[src/rtl/fma_result_normalizer_pkg.sv]
// Shared widths, flag bit positions and beat types for the FMA result normalizer.
package fma_result_normalizer_pkg;

    localparam int EXP_WIDTH = 8;
    localparam int SIG_WIDTH = 23;
    localparam int SUM_WIDTH = 76;
    localparam int BIAS      = 127;

    // Bit positions inside the {overflow, tiny, zero} flag vector
    localparam int OVF_BIT  = 2;
    localparam int TINY_BIT = 1;
    localparam int ZERO_BIT = 0;

    // Leading-zero count spans 0..SUM_WIDTH inclusive
    localparam int LZC_WIDTH = $clog2(SUM_WIDTH + 1);

    // Signed exponent arithmetic needs two extra bits: one for the +1 carry, one for sign
    localparam int EN_WIDTH = EXP_WIDTH + 2;

    // Shift amount is either lzc or in_exp, so it must hold the wider of the two
    localparam int SHIFT_WIDTH = (EXP_WIDTH > LZC_WIDTH) ? EXP_WIDTH : LZC_WIDTH;

    // Lowest sum bit that lands in the significand after normalization
    localparam int SIG_LSB   = SUM_WIDTH - SIG_WIDTH - 1;
    localparam int GUARD_POS = SIG_LSB - 1;
    localparam int ROUND_POS = SIG_LSB - 2;

    typedef enum logic [1:0] {
        CLS_ZERO = 2'd0,
        CLS_OVF  = 2'd1,
        CLS_NORM = 2'd2,
        CLS_SUB  = 2'd3
    } norm_class_t;

    typedef struct packed {
        logic                   sign;
        logic [EXP_WIDTH-1:0]   exp;
        logic [SUM_WIDTH-1:0]   sum;
        logic                   sticky;
        logic [LZC_WIDTH-1:0]   lzc;
    } s1_beat_t;

    typedef struct packed {
        logic                   sign;
        logic [EXP_WIDTH-1:0]   exp;
        logic [SIG_WIDTH:0]     sig;
        logic [2:0]             grs;
        logic [2:0]             flags;
    } norm_beat_t;

endpackage

[src/rtl/fma_result_normalizer_leading_zero_counter.sv]
// Parameterized leading-zero counter built as a balanced binary tree.
// The input is left-justified into a power-of-two leaf vector; each tree node
// merges a (all-zero, count) pair from its high and low halves.
// An all-zero input reports W.
module fma_result_normalizer_leading_zero_counter #(
    parameter int W  = 76,
    parameter int OW = $clog2(W + 1)
) (
    input  logic [W-1:0]  data_i,
    output logic [OW-1:0] lzc_o
);

    localparam int L  = (W > 1) ? $clog2(W) : 1;
    localparam int P  = 1 << L;
    localparam int CW = L + 1;

    logic [P-1:0] pad_s;

    // Left-justify the input so the zero padding sits below every real bit
    always_comb begin
        pad_s = '0;
        pad_s[P-1 -: W] = data_i;
    end

    for (genvar l = 0; l <= L; l++) begin : g_lvl
        localparam int N = P >> l;
        logic [N-1:0]    z_s;
        logic [N*CW-1:0] c_s;

        if (l == 0) begin : g_leaf
            assign z_s = ~pad_s;
            assign c_s = '0;
        end else begin : g_node
            for (genvar n = 0; n < N; n++) begin : g_pair
                logic          z_hi_s;
                logic          z_lo_s;
                logic [CW-1:0] c_hi_s;
                logic [CW-1:0] c_lo_s;

                assign z_hi_s = g_lvl[l-1].z_s[2*n+1];
                assign z_lo_s = g_lvl[l-1].z_s[2*n];
                assign c_hi_s = g_lvl[l-1].c_s[(2*n+1)*CW +: CW];
                assign c_lo_s = g_lvl[l-1].c_s[(2*n)*CW +: CW];

                assign z_s[n] = z_hi_s & z_lo_s;
                // A fully-zero high half contributes its whole span to the count
                assign c_s[n*CW +: CW] = z_hi_s ? (CW'(32'd1 << (l - 1)) + c_lo_s) : c_hi_s;
            end
        end
    end

    assign lzc_o = g_lvl[L].z_s[0] ? OW'(W) : OW'(g_lvl[L].c_s[CW-1:0]);

endmodule

[src/rtl/fma_result_normalizer.sv]
// Post-addition normalizer for the FMA datapath.
// S1 captures the aligned sum together with its leading-zero count; S2 holds the
// normalized significand, exponent, guard/round/sticky and flags.
// Build option NORM_FTZ_EN: results that would be subnormal are flushed to zero.
module fma_result_normalizer
    import fma_result_normalizer_pkg::*;
(
    input  logic                 clk,
    input  logic                 rst,
    input  logic                 in_valid,
    output logic                 in_ready,
    input  logic                 in_sign,
    input  logic [EXP_WIDTH-1:0] in_exp,
    input  logic [SUM_WIDTH-1:0] in_sum,
    input  logic                 in_sticky,
    output logic                 out_valid,
    input  logic                 out_ready,
    output logic                 out_sign,
    output logic [EXP_WIDTH-1:0] out_exp,
    output logic [SIG_WIDTH:0]   out_sig,
    output logic [2:0]           out_grs,
    output logic [2:0]           out_flags
);

    localparam logic signed [EN_WIDTH-1:0] E_ONE = EN_WIDTH'(32'd1);
    localparam logic signed [EN_WIDTH-1:0] E_OVF = EN_WIDTH'((32'd1 << EXP_WIDTH) - 32'd1);

    logic                        s1_v_q;
    logic                        s1_v_d;
    s1_beat_t                    s1_q;
    s1_beat_t                    s1_d;
    logic                        s2_v_q;
    logic                        s2_v_d;
    norm_beat_t                  s2_q;
    norm_beat_t                  s2_d;

    logic                        s2_adv_s;
    logic [LZC_WIDTH-1:0]        lzc_s;
    logic signed [EN_WIDTH-1:0]  e_n_s;
    norm_class_t                 class_s;
    logic [SHIFT_WIDTH-1:0]      shift_s;
    logic [SUM_WIDTH-1:0]        shifted_s;
    norm_beat_t                  res_s;

    fma_result_normalizer_leading_zero_counter #(
        .W  (SUM_WIDTH),
        .OW (LZC_WIDTH)
    ) u_lzc (
        .data_i (in_sum),
        .lzc_o  (lzc_s)
    );

    // S2 can take a new beat when empty or when its beat leaves this cycle
    assign s2_adv_s = !s2_v_q || out_ready;
    // S1 can take a new beat when empty or when its beat moves into S2
    assign in_ready = !s1_v_q || s2_adv_s;

    assign e_n_s = $signed(EN_WIDTH'(s1_q.exp)) + E_ONE - $signed(EN_WIDTH'(s1_q.lzc));

    // Classify the S1 beat and choose how far to shift its sum
    always_comb begin
        class_s = CLS_NORM;
        shift_s = SHIFT_WIDTH'(s1_q.lzc);
        if (s1_q.sum == '0) begin
            class_s = CLS_ZERO;
        end else if (e_n_s >= E_OVF) begin
            class_s = CLS_OVF;
        end else if (e_n_s >= E_ONE) begin
            class_s = CLS_NORM;
        end else begin
            // Gradual underflow: shift only as far as the exponent allows
            class_s = CLS_SUB;
            shift_s = SHIFT_WIDTH'(s1_q.exp);
        end
    end

    assign shifted_s = s1_q.sum << shift_s;

    // Build the normalized result fields for the S1 beat
    always_comb begin
        res_s      = '0;
        res_s.sign = s1_q.sign;
        case (class_s)
            CLS_ZERO: begin
                res_s.grs             = {2'b00, s1_q.sticky};
                res_s.flags[ZERO_BIT] = 1'b1;
            end
            CLS_OVF: begin
                res_s.exp            = '1;
                res_s.flags[OVF_BIT] = 1'b1;
            end
            CLS_NORM: begin
                res_s.exp = e_n_s[EXP_WIDTH-1:0];
                res_s.sig = shifted_s[SUM_WIDTH-1 -: SIG_WIDTH+1];
                res_s.grs = {shifted_s[GUARD_POS], shifted_s[ROUND_POS],
                             (|shifted_s[ROUND_POS-1:0]) | s1_q.sticky};
            end
            CLS_SUB: begin
`ifdef NORM_FTZ_EN
                res_s.flags[TINY_BIT] = 1'b1;
                res_s.flags[ZERO_BIT] = 1'b1;
`else
                res_s.sig = shifted_s[SUM_WIDTH-1 -: SIG_WIDTH+1];
                res_s.grs = {shifted_s[GUARD_POS], shifted_s[ROUND_POS],
                             (|shifted_s[ROUND_POS-1:0]) | s1_q.sticky};
                res_s.flags[TINY_BIT] = 1'b1;
`endif
            end
            default: begin
                res_s = '0;
            end
        endcase
    end

    // S1 next state: capture an accepted input beat with its leading-zero count
    always_comb begin
        s1_v_d = s1_v_q;
        s1_d   = s1_q;
        if (in_ready) begin
            s1_v_d = in_valid;
            if (in_valid) begin
                s1_d.sign   = in_sign;
                s1_d.exp    = in_exp;
                s1_d.sum    = in_sum;
                s1_d.sticky = in_sticky;
                s1_d.lzc    = lzc_s;
            end else begin
                s1_d = s1_q;
            end
        end else begin
            s1_v_d = s1_v_q;
        end
    end

    // S2 next state: load the normalized beat, otherwise hold outputs stable
    always_comb begin
        s2_v_d = s2_v_q;
        s2_d   = s2_q;
        if (s2_adv_s) begin
            s2_v_d = s1_v_q;
            if (s1_v_q) begin
                s2_d = res_s;
            end else begin
                s2_d = s2_q;
            end
        end else begin
            s2_v_d = s2_v_q;
        end
    end

    // Pipeline registers with synchronous reset
    always_ff @(posedge clk) begin
        if (rst) begin
            s1_v_q <= 1'b0;
            s1_q   <= '0;
            s2_v_q <= 1'b0;
            s2_q   <= '0;
        end else begin
            s1_v_q <= s1_v_d;
            s1_q   <= s1_d;
            s2_v_q <= s2_v_d;
            s2_q   <= s2_d;
        end
    end

    assign out_valid = s2_v_q;
    assign out_sign  = s2_q.sign;
    assign out_exp   = s2_q.exp;
    assign out_sig   = s2_q.sig;
    assign out_grs   = s2_q.grs;
    assign out_flags = s2_q.flags;

endmodule

[config.mk]
export PLATFORM = sky130hd
export DESIGN_NAME = fma_result_normalizer
export DESIGN_NICKNAME = d
export VERILOG_FILES = /design/src/rtl/fma_result_normalizer_pkg.sv /design/src/rtl/fma_result_normalizer_leading_zero_counter.sv /design/src/rtl/fma_result_normalizer.sv
export SDC_FILE = /design/constraint.sdc
export NUM_CORES = 1
export LEC_CHECK = 0
export ABC_AREA = 0
export BUFFER_PORTS_ARGS = -buffer_cell sky130_fd_sc_hd__clkbuf_2
export CAP_MARGIN = 20
export CORE_ASPECT_RATIO = 1.4
export CORE_MARGIN = 8
export CORE_UTILIZATION = 35
export DETAILED_ROUTE_END_ITERATION = 12
export MAX_ROUTING_LAYER = met4
export SLEW_MARGIN = 20
export SYNTH_ARGS = -nofsm -noshare
export SYNTH_HDL_FRONTEND = slang
export SYNTH_HIERARCHICAL = 1
export SYNTH_SLANG_ARGS = --single-unit
[constraint.sdc]
create_clock -name clk -period 7.4 [get_ports clk]
set_input_delay 1.48 -clock clk [delete_from_list [all_inputs] [get_ports clk]]
set_output_delay 1.48 -clock clk [all_outputs]
set_load 0.05 [all_outputs]
Word-level counts from Yosys, hierarchy flattened
Cells that the tools add are included.

Register bits: 134. Output and inout bits: 41. Word-level logic and storage cells: 362. Input port bits: 90.

Eq/ne operators: 3. Add/sub/neg operators: 65. Multiplexer cells: 140. Shift operators: 1. Bitwise gates (word level): 129. Order comparisons: 2. Reductions and logical operators: 10.

Operators by type and width (count): two-way mux 7 bit (64); inverter 128 bit (1); AND 1 bit (127); adder 3 x 7 -> 7 bit (first input constant) (16); adder 2 x 1 -> 3 bit (first input constant) (32); logical NOT 76 bit (1); left shift 76 x 8 -> 76 bit (1); two-way mux 1 bit (68); adder 4 x 7 -> 7 bit (first input constant) (8); OR reduction 50 bit (1); adder 5 x 7 -> 7 bit (first input constant) (4); two-way mux 24 bit (1); two-way mux 8 bit (3); one-hot mux 8 bit (2 select lines) (1); adder 6 x 7 -> 7 bit (first input constant) (2); >= comparator 10 x 2 -> 1 bit (second input constant) (1); >= comparator 10 x 9 -> 1 bit (second input constant) (1); subtractor 9 x 7 -> 10 bit (1); adder 8 x 1 -> 9 bit (second input constant) (1); adder 7 bit (first input constant) (1); one-hot mux 3 bit (2 select lines) (1); equality test 2 bit (second input constant) (2); two-way mux 2 bit (2); AND reduction 2 bit (2); 6 further kinds (8).

Longest topological paths before layout
Word-level depth: 15. Gate-level depth with buffers: 25. Depth with buffers taken out: 23.

Cells and area by module
Netlist, hierarchy kept.

By module, submodules not included: fma_result_normalizer (times used 1, seq. area each 2682.6 sq um, area each 11609.9 sq um, cells an instance 1572); fma_result_normalizer_leading_zero_counter (times used 1, seq. area each 0.0 sq um, area each 797.0 sq um, cells an instance 138).

Worst setup path before layout
OpenSTA, ideal clock, no wires.

Path type: register to register. Start point: reg s1_q[85] (netlist bit). End point: reg s2_q (netlist bit out_grs[0]). Buffers on the path: 5. Data required time: 7.270 ns. Stages on the path, launching flop included: 25. Arrival: 5.288 ns. Period minus slack after synthesis: 5.418 ns. Slack: 1.982 ns. Library setup time: 0.130 ns. Cells stage by stage: dfxtp_1 > clkbuf_1 > inv_1 > ha_1 > inv_1 > ha_1 > inv_1 > fa_1 > inv_1 > or4_4 > or4_1 > buf_2 > o211ai_4 > and3_1 > buf_6 > buf_8 > buf_12 > mux2i_4 > mux2i_1 > mux2i_1 > mux2i_1 > nor4_1 > nand4_1 > nor4_1 > o22ai_1.

Word-level cells in the longest chain between the ends: 10. Elaborated cells between the ends (all ways): 18. Those cells by class: add/sub: 2; order compare: 2; eq/ne: 2; shift: 1; mux: 7; bitwise: 1; reduce/logical: 3.

RTL lines: start, declared (line fma_result_normalizer.sv:30) `s1_beat_t s1_q;`; start signal, assigned (line fma_result_normalizer.sv:155) `s1_q <= '0;`; start signal, assigned (line fma_result_normalizer.sv:160) `s1_q <= s1_d;`; adder 8 x 1 -> 9 bit (line fma_result_normalizer.sv:58) `assign e_n_s = $signed(EN_WIDTH'(s1_q.exp)) + E_ONE - $signed(EN_WIDTH'(s1_q.lzc));`; subtractor 9 x 7 -> 10 bit (line fma_result_normalizer.sv:58); >= comparator 10 x 2 -> 1 bit (line fma_result_normalizer.sv:68) `end else if (e_n_s >= E_ONE) begin`; two-way mux 8 bit (line fma_result_normalizer.sv:68); two-way mux 8 bit (line fma_result_normalizer.sv:66) `end else if (e_n_s >= E_OVF) begin`; two-way mux 8 bit (line fma_result_normalizer.sv:64) `if (s1_q.sum == '0) begin`; left shift 76 x 8 -> 76 bit (line fma_result_normalizer.sv:77) `assign shifted_s = s1_q.sum << shift_s;`; OR reduction 50 bit (line fma_result_normalizer.sv:96, fma_result_normalizer.sv:105); OR 1 bit (line fma_result_normalizer.sv:96, fma_result_normalizer.sv:105); one-hot mux 3 bit (2 select lines) (*) (line fma_result_normalizer.sv:83) `case (class_s)`; end signal, assigned (line fma_result_normalizer.sv:157) `s2_q <= '0;`; end signal, assigned (line fma_result_normalizer.sv:162) `s2_q <= s2_d;`; end, declared (line fma_result_normalizer.sv:34) `norm_beat_t s2_q;`.

Every way passes the cells marked *; elsewhere a longest branch is shown, timed or not. A chain may end at the register's enable or synchronous reset.

Final worst setup path
Start point: reg s1_q[1] (netlist bit). End point: reg s2_q (netlist bit out_grs[0]).

Word-level cells in the longest chain between the ends: 9. Elaborated cells between the ends (all ways): 17. Those cells by class: add/sub: 1; order compare: 2; eq/ne: 2; shift: 1; mux: 7; bitwise: 1; reduce/logical: 3.

RTL lines (line): subtractor 9 x 7 -> 10 bit (fma_result_normalizer.sv:58); >= comparator 10 x 2 -> 1 bit (fma_result_normalizer.sv:68); two-way mux 8 bit (fma_result_normalizer.sv:68); two-way mux 8 bit (fma_result_normalizer.sv:66); two-way mux 8 bit (fma_result_normalizer.sv:64); left shift 76 x 8 -> 76 bit (fma_result_normalizer.sv:77); OR reduction 50 bit (fma_result_normalizer.sv:96, fma_result_normalizer.sv:105); OR 1 bit (fma_result_normalizer.sv:96, fma_result_normalizer.sv:105); one-hot mux 3 bit (2 select lines) (*) (fma_result_normalizer.sv:83).

Marked as above.

==> flow_metrics.env <==
export IMPL_p_total_mw=2.76
export IMPL_cts_resized_gates=0
export IMPL_fin_nets=1879
export IMPL_cts_htree_levels=4
export IMPL_final_cell_mix="347 x nand2_1, 216 x a21oi_1, 178 x mux2i_1, 134 x dfxtp_1, 129 x clkbuf_2"
export IMPL_synth_cells=1710
export IMPL_relSlewSlack=0.353
export IMPL_drc=0
export IMPL_viasPerCell=6.23
export IMPL_synthMuxAreaShare=0.169
export IMPL_grt_pass1_wl_um=82700
export IMPL_grt_remaining_overflow=0
export IMPL_drtIter0Drc=1403
export IMPL_path_clk_slew_ns=0.06
export IMPL_yosys_area_share_simple=0.239
export IMPL_synth_fp_nets=1822
export IMPL_drt_total_wl_um=54300
export IMPL_worst_clock_skew_ns=0.0180
export IMPL_syn2layout_area_growth_pct=11.8
export IMPL_syn_area_per_cell_um2=7.26
export IMPL_setup_ws_ns=0.659
export IMPL_netlist_area_mm2=0.0124
export IMPL_p_comb_frac=0.397
export IMPL_core_mm2=0.0350
export IMPL_cap_violations=0
export IMPL_clk_latency_ns=0.45
export IMPL_power_frac_seq=0.297
export IMPL_design_area_mm2=0.0139
export IMPL_max_freq_ghz=0.148
export IMPL_synth_top_family_by_area="compound AO/OA/AOI/OAI gates"
export IMPL_ys_seq_area_frac=0.216
export IMPL_grt_pass1_vias=13453
export IMPL_root_buffer="clkbuf_16"
export IMPL_ant_nets=0
export IMPL_ir_drop_mv=0.117
export IMPL_yosys_warnings=6
export IMPL_pre_cts_slack_ns=0.804
export IMPL_required_ns=7.71
export IMPL_hp_class="reg -> reg"
export IMPL_p_int_mw=1.61
export IMPL_dp_cells=2204
export IMPL_crit_fanout=42
export IMPL_chipWidth_um=175
export IMPL_final_hold_violation_count=0
export IMPL_final_cell_count_no_fill=2236
export IMPL_vias=13927
export IMPL_io_pins=131
export IMPL_grt_use_total=0.260
export IMPL_firstDrtPassIters=5
export IMPL_fin_crit_sh=0.911
export IMPL_crit_path_start_kind="flop"
export IMPL_fin_crit_ns=6.74
export IMPL_start_util=0.355
export IMPL_min_from="out_sig[21]"
export IMPL_antennaDiodeCount=0
export IMPL_place_area_mm2=0.0133
export IMPL_setup_worst_path_class="reg -> reg"
export IMPL_fin_util=0.397
export IMPL_power_density_mw_per_mm2=199
export IMPL_gp_congestion=1.01
export IMPL_timing_critical_path_from="s1_q[1]"
export IMPL_cts_path_max_buffers=2
export IMPL_cts_tree="done"
export IMPL_cts_sinks=134
export IMPL_post_cts_buffers=0
export IMPL_portBuffers=130
export IMPL_synthDistinctLibCells=97
export IMPL_power_frac_clock=0.306
export IMPL_wire_per_inst_um=24.3
export IMPL_async_flop_share=0
export IMPL_cts_hold_buf=0
export IMPL_rsz0062_at_grt="no"
export IMPL_die_area_mm2=0.0418
export IMPL_layout_drive_gt1_share=0.144
export IMPL_status="complete, no violations"
export IMPL_p_sw_mw=1.15
export IMPL_synth_seq_cells=134
export IMPL_antenna_found_initial=0
export IMPL_synth_fa_ha_area_frac=0.0228
export IMPL_worst_pin_slew_ns=0.971
export IMPL_synthXorXnorAreaFrac=0.00282
export IMPL_synth_flop_cell="dfxtp_1"
export IMPL_swShare=0.417
export IMPL_synth_compound_area_share=0.287
export IMPL_synth_edf_count=0
export IMPL_setup_tns_ns=0
export IMPL_dpl_hpwl_um=42400
export IMPL_final_common_cell="nand2_1"
export IMPL_drv_slew=0
export IMPL_worstPathArrival_ns=7.05
export IMPL_reg2reg_from="s1_q[1]"
export IMPL_setup_viol=0
export IMPL_numCtsBuffers=17
export IMPL_whs_ns=0.448
export IMPL_endpoint_kind="flop"
export IMPL_grt_max_degree=94
export IMPL_fp_row_count=81
export IMPL_leakagePower_nw=5.67
export IMPL_die_height_um=239
## routing by layer
layer  up-vias  wire length, µm  GRT usage
li1       6503                -          -
met1      6658            23000      0.320
met2       620            24800      0.400
met3       146             3090     0.0332
met4         0             3350      0.160
met5         -                0          -
## flip-flops by register name (all words and copies together), names as in the netlist
name and count:
s1_q 92, out_sig 24, out_exp 8, out_flags 3, out_grs 3, out_sign 1
out_valid 1, res_s 1, s1_v_q 1
## logic make-up (layout without fill, tap and decap cells)
group | count (synthesis) | in the layout
buffers and inverters | 165 | 235
muxes | 201 | 201
and+or+nand+nor | 644 | 644
AOI/OAI and AO/OA | 540 | 540
xor gates and xnor gates | 4 | 4
adders and majority gates | 22 | 22
DFF | 134 | 134
## final timing paths
check | cells after the start | slack (ns) | endpoint
max reg2reg | 19 | 0.66 | out_grs[0]
min reg2reg | 2 | 0.45 | out_sig[21]
max | 19 | 0.66 | out_grs[0]
min | 2 | 0.45 | out_sig[21]
## area by class of cell
type                    count  area, µm²
clock buffers              21        440
repair buffers            165        941
flip-flops and latches    134       2680
fillers                  3740      21100
well taps                 456        571
multi-input cells        1411       8970
clock inverters            11        128
inverters                  38        143
## power by group through the flow
stage | Clock (mW) | Sequential [mW] | Combinational [mW]
after detailed placement | 0 | 0.833 | 1.07
after CTS | 0.857 | 0.817 | 1.07
after floorplan | 0 | 0.855 | 0.689
after global placement | 0 | 0.831 | 1.07
final | 0.844 | 0.819 | 1.09
after global routing | 0.886 | 0.823 | 1.17
## synth_stat cells, drive strengths merged (3+ instances only)
library cell	n	area share
nand2b	12	0.0067
ha	21	0.021
o211ai	34	0.022
a32oi	9	0.0064
and4	3	0.0021
a21o	6	0.0036
a21boi	10	0.0061
o2111ai	4	0.0028
nand3	35	0.015
a31oi	22	0.011
and2	4	0.0020
nand4	20	0.013
a211o	5	0.0035
o41ai	3	0.0021
a311o	3	0.0024
or4	9	0.0061
o221ai	6	0.0042
nor2b	10	0.0056
o31ai	9	0.0054
a311oi	4	0.0028
nand2	349	0.11
and3	8	0.0044
clkbuf	65	0.020
mux2	15	0.014
o22ai	8	0.0040
a22oi	57	0.034
o21ai	47	0.019
nor2	106	0.033
a21oi	217	0.088
a221oi	17	0.014
a2111oi	15	0.013
or3	5	0.0025
nor3	23	0.0097
dfxtp	134	0.22
nor4	49	0.026
a211oi	41	0.026
buf	62	0.032
inv	38	0.011
o32ai	3	0.0021
or2	4	0.0022
mux2i	184	0.15
o21a	4	0.0025
## critical path, stage by stage (launching register included)
cell and delay (ns):
dfxtp_1 0.57, ha_1 0.30, inv_1 0.06, ha_1 0.17, inv_1 0.07, fa_1 0.55
inv_1 0.06, or4_4 0.55, or4_1 0.61, o211ai_4 0.26, and3_4 0.54, buf_4 0.64
mux2i_1 0.54, mux2i_1 0.20, mux2i_1 0.39, o2bb2ai_1 0.14, nor3_1 0.29, nand3_1 0.12
nor4_1 0.37, o22ai_1 0.14
(Power assumes the default switching activity.)
